`src/rtl/ifetch.sv`:
```
// ---------------------------------------------------------------------------
// ifetch -- instruction fetch stage.
//
// Holds the fetch PC and issues in-order word requests to instruction memory
// over a request/grant port. Returned words are buffered with their PCs in a
// small FIFO, and the FIFO head is presented to the IF/ID register. A redirect
// flushes the FIFO and marks every in-flight response for discard.
//
// Parameters:
//   WordSize : PC / address width
//   ResetVec : first PC fetched after reset
//   Depth    : FIFO entries; also the cap on outstanding + buffered fetches (1..8)
//
// Ports:
//   clk, rst          : clock, synchronous active-high reset
//   stall             : IF/ID not accepting this cycle
//   redirect          : control-flow change, with target redirect_pc
//   imem_req/addr     : fetch request and its address (the fetch PC)
//   imem_gnt          : memory accepts the request this cycle
//   imem_rvalid/rdata : in-order response word
//   ins_valid/ins/pc_out : instruction and its PC for IF/ID
//   fetch_misalign    : sticky misaligned-redirect flag (IFETCH_MISALIGN_EN only)
//
// Optional feature macro: IFETCH_MISALIGN_EN. Without it the low two bits of
// redirect_pc are ignored and the target is forced word-aligned.
// ---------------------------------------------------------------------------
module ifetch #(
   parameter int WordSize = 32,
   parameter logic [WordSize-1:0] ResetVec = '0,
   parameter int Depth = 2
) (
   input  logic                clk,
   input  logic                rst,
   input  logic                stall,
   input  logic                redirect,
   input  logic [WordSize-1:0] redirect_pc,
   output logic                imem_req,
   output logic [WordSize-1:0] imem_addr,
   input  logic                imem_gnt,
   input  logic                imem_rvalid,
   input  logic [31:0]         imem_rdata,
   output logic                ins_valid,
   output logic [31:0]         ins,
   output logic [WordSize-1:0] pc_out
`ifdef IFETCH_MISALIGN_EN
   ,output logic               fetch_misalign
`endif
);

   localparam int CW = $clog2(Depth + 1);
   localparam int PW = (Depth > 1) ? $clog2(Depth) : 1;

   logic [WordSize-1:0] fpc, rpc;
   logic [CW-1:0]       outst, disc, cnt;
   logic [PW-1:0]       rd_ptr, wr_ptr;
   logic [31:0]         word_q [Depth];
   logic [WordSize-1:0] pc_q [Depth];

   logic                grant, rsp, push, pop, fetch_block;
   logic [WordSize-1:0] load_pc;
   logic [CW:0]         inuse;

   function automatic logic [PW-1:0] ptr_inc(input logic [PW-1:0] p);
      if (p == PW'(Depth - 1)) return '0;
      else return p + PW'(1);
   endfunction

`ifdef IFETCH_MISALIGN_EN
   logic misalign;
   assign load_pc        = redirect_pc;
   assign fetch_block    = misalign;
   assign fetch_misalign = misalign;

   always_ff @(posedge clk) begin
      if (rst) misalign <= 1'b0;
      else if (redirect) misalign <= (redirect_pc[1:0] != 2'b00);
   end
`else
   logic unused_lowbits;
   assign unused_lowbits = ^redirect_pc[1:0];
   assign load_pc        = {redirect_pc[WordSize-1:2], 2'b00};
   assign fetch_block    = 1'b0;
`endif

   // Outstanding plus buffered fetches never exceed Depth, so a push always
   // finds a free slot even without a same-cycle pop.
   assign inuse     = {1'b0, cnt} + {1'b0, outst};
   assign imem_req  = !rst && !redirect && !fetch_block && (inuse < (CW + 1)'(Depth));
   assign imem_addr = fpc;
   assign grant     = imem_req && imem_gnt;

   // A response with nothing outstanding (e.g. a straggler from before reset)
   // is ignored entirely.
   assign rsp  = imem_rvalid && (outst != '0);
   assign push = rsp && (disc == '0) && !redirect;
   assign ins_valid = (cnt != '0);
   assign pop  = ins_valid && !stall;

   assign ins    = ins_valid ? word_q[rd_ptr] : '0;
   assign pc_out = ins_valid ? pc_q[rd_ptr] : '0;

   always_ff @(posedge clk) begin
      if (rst) begin
         fpc    <= ResetVec;
         rpc    <= ResetVec;
         outst  <= '0;
         disc   <= '0;
         cnt    <= '0;
         rd_ptr <= '0;
         wr_ptr <= '0;
      end else if (redirect) begin
         fpc    <= load_pc;
         rpc    <= load_pc;
         // Everything still in flight after this cycle's response is stale.
         outst  <= outst - CW'(rsp);
         disc   <= outst - CW'(rsp);
         cnt    <= '0;
         rd_ptr <= '0;
         wr_ptr <= '0;
      end else begin
         outst <= outst + CW'(grant) - CW'(rsp);
         if (rsp && (disc != '0)) disc <= disc - CW'(1);
         if (grant) fpc <= fpc + WordSize'(4);
         if (push) begin
            rpc    <= rpc + WordSize'(4);
            wr_ptr <= ptr_inc(wr_ptr);
         end
         if (pop) rd_ptr <= ptr_inc(rd_ptr);
         cnt <= cnt + CW'(push) - CW'(pop);
      end
   end

   // FIFO storage: validity is tracked by cnt, so the payload needs no reset.
   always_ff @(posedge clk) begin
      if (push) begin
         word_q[wr_ptr] <= imem_rdata;
         pc_q[wr_ptr]   <= rpc;
      end
   end

endmodule
```
`config.mk`:
```
export PLATFORM = sky130hd
export DESIGN_NAME = ifetch
export DESIGN_NICKNAME = d
export VERILOG_FILES = /design/src/rtl/ifetch.sv
export SDC_FILE = /design/constraint.sdc
export NUM_CORES = 1
export LEC_CHECK = 0
export ABC_AREA = 1
export BUFFER_PORTS_ARGS = -buffer_cell sky130_fd_sc_hd__clkbuf_2
export CORE_ASPECT_RATIO = 0.75
export CORE_MARGIN = 3
export CORE_UTILIZATION = 35
export CTS_CLUSTER_SIZE = 28
export DETAILED_ROUTE_END_ITERATION = 7
export PLACE_DENSITY = 0.53
export SLEW_MARGIN = 20
export SYNTH_ARGS = -nofsm -noshare
export SYNTH_HDL_FRONTEND = slang
export SYNTH_SLANG_ARGS = --single-unit
```
`constraint.sdc`:
```
create_clock -name clk -period 6.6 [get_ports clk]
set_input_delay 0.66 -clock clk [delete_from_list [all_inputs] [get_ports clk]]
set_output_delay 0.66 -clock clk [all_outputs]
set_load 0.02 [all_outputs]
```
==> results_dict.tcl <==
set metrics [dict create \
    outcome "finished clean" \
    tightestPinTransition_ps 899 \
    final-hold-violation-count 0 \
    start_kind "flip-flop" \
    first_pass_iters 6 \
    rr_startpoint "outst[1]" \
    layout_setup_ws_ps 3240 \
    layout-drive-gt1-share 0.198 \
    critical_path_class "flip-flop to output port" \
    area_growth_pct 18.1 \
    vias 7728 \
    clk_latency_ps 440 \
    critPathBufInv 4 \
    coreArea_um2 25500 \
    cts_tree "yes" \
    fmax_ghz 0.297 \
    io_buffers 161 \
    path_cells "buf_4 -> inv_2 -> buf_4 -> nand2_1 -> a21oi_1 -> clkbuf_2" \
    multi_input_area_um2 3650 \
    ys_ff_latch 193 \
    min_path_type "input pin to flip-flop" \
    grt_pass1_vias 6843 \
    drtIter0Drc 621 \
    syn_inst 1105 \
    async_flop_share 0 \
    cts-root-buf "clkbuf_16" \
    setup_tns_ps 0 \
    cp-end-kind "output port" \
    antenna_found_initial 0 \
    clockBufferDepth 2 \
    yosysWarnings 0 \
    syn-mean-instance-area_um2 8.41 \
    seq_area_frac_synth 0.549 \
    fillers 2589 \
    holdBufCountCts 0 \
    ff_latch_area_um2 5110 \
    report.final.slew_viol_count 0 \
    rows 50 \
    initial_core_util 0.364 \
    p_leak_uw 0.00432 \
    wirelength_mm 26.5 \
    h-tree-depth 4 \
    grt_pass1_wl_mm 40.8 \
    crit_path_frequent_cell "buf_4" \
    routedWlPerCell_um 16.5 \
    rsz0062_at_grt "no" \
    drc 0 \
    critPathMaxStageDelay_ps 530 \
    ioPinCount 168 \
    layout_commonest_cell "nand2_1" \
    syn_area_um2 9300 \
    dpl_worst_slack_ps 3090 \
    synth.distinct_cells 42 \
    relSlewSlack 0.401 \
    die_y_um 147 \
    path_clk_slew_ps 70 \
    required_ps 5940 \
    grt_max_degree 65 \
    worst_path_max_delay_cell "buf_4" \
    synth-main-ff-cell "edfxtp_1" \
    synth-edff-count 124 \
    finalCriticalPeriod_ps 3360 \
    final_cell_mix "nand2_1 (358), clkbuf_2 (161), edfxtp_1 (124)" \
    pwr_density_cell_nw_per_um2 250 \
    post_cts_resized 0 \
    track_usage 0.183 \
    min_period_over_period 0.510 \
    fin_skew_ps 17.4 \
    cts_num_sinks 193 \
    cts_setup_buffers 0 \
    crit_fanout 63 \
    ir_worst_vdd_uv 191 \
    critical-path-top-delay-family "buffers and inverters" \
    nets 1332 \
    finalSetupViolCount 0 \
    antenna_left 0 \
    cp_data_arrival_time_ps 2700 \
    maxCapViolCount 0 \
    die-area_um2 28600 \
    cts_buffers 17 \
    holdCritStartpoint "imem_rdata[13]" \
    avgViaCountPerCell 4.82 \
    grt-ovfl-total 0 \
    gp_congestion 0.870 \
    die_w_um 194 \
    dp_hpwl_mm 18.3 \
    n_antenna_cell 0 \
]
## cell usage after synthesis, types with 2 or more instances
| library cell | number | area (µm²) |
|---|---|---|
| nand2_1 | 358 | 1340 |
| edfxtp_1 | 124 | 3720 |
| a21oi_1 | 113 | 566 |
| nor2_1 | 94 | 353 |
| inv_1 | 92 | 345 |
| dfxtp_1 | 69 | 1380 |
| nand3_1 | 55 | 275 |
| o21ai_0 | 43 | 215 |
| clkbuf_1 | 26 | 97.6 |
| a31oi_1 | 13 | 81.3 |
| nand4_1 | 13 | 81.3 |
| nor2_4 | 11 | 124 |
| xor2_1 | 11 | 96.3 |
| nor2_2 | 9 | 56.3 |
| ha_1 | 8 | 100 |
| buf_2 | 7 | 35.0 |
| inv_2 | 7 | 26.3 |
| nand2_2 | 7 | 43.8 |
| buf_4 | 6 | 45.0 |
| nand3_2 | 5 | 50.1 |
| o211ai_1 | 5 | 37.5 |
| nor3_1 | 4 | 20.0 |
| or2_2 | 4 | 25.0 |
| nand3b_1 | 2 | 15.0 |
| o21bai_1 | 2 | 15.0 |
## routing by layer
metal,up-vias,share of wire,track usage
met5,-,0,0
met4,0,0.010,0.0452
met3,14,0.059,0.0470
met2,210,0.43,0.256
met1,3552,0.50,0.279
li1,3952,-,-
## state kept, by name, summed over array words and instances (netlist names), named ones only
| name | flops |
|---|---|
| cnt | 2 |
| disc | 2 |
| imem_addr | 30 |
| outst | 2 |
| pc_q | 60 |
| rd_ptr | 1 |
| rpc | 30 |
| word_q | 64 |
| wr_ptr | 1 |
## path summary, 6_finish.rpt
| kind | end | slack, ps | cells after the start |
|---|---|---|---|
| max | pc_out[10] | 3240 | 6 |
| min | word_q[0][13] | 410 | 1 |
| max reg2reg | word_q[1][13] | 3740 | 6 |
| min reg2reg | flip-flop | 450 | 1 |
## layout make-up
cell class	instances	share of cell area
Tap cell	338	0.0385
Clock inverter	11	0.00912
Timing Repair Buffer	168	0.0782
Inverter	99	0.0338
Clock buffer	21	0.0430
Sequential cell	193	0.465
Multi-Input combinational cell	774	0.332
## cells by family after synthesis
family	share of synthesized area
compound gates	0.105
xor+xnor	0.0113
fa+ha+maj	0.0129
buf+inv	0.0612
flops	0.549
other cells	0.000403
simple gates	0.260
## power breakdown
group          internal, µW  total, µW  switching (µW)
logic                  95.5        314             218
clock network           556       1020             468
registers              1350       1410            53.0
## stage by stage
stage | util | instances | hold WS [ps] | power, µW | area [µm²]
floorplan | - | 1108 | 426 | 1630 | 9310
global placement | 0.408 | 1572 | 435 | 1740 | 10400
detailed placement | 0.408 | 1572 | 433 | 1750 | 10400
CTS | 0.430 | 1604 | 390 | 2770 | 11000
global route | 0.430 | 1604 | 393 | 2860 | 11000
finish | 0.430 | 1604 | 413 | 2740 | 11000
Note: power is estimated with default switching activity, not from simulation.
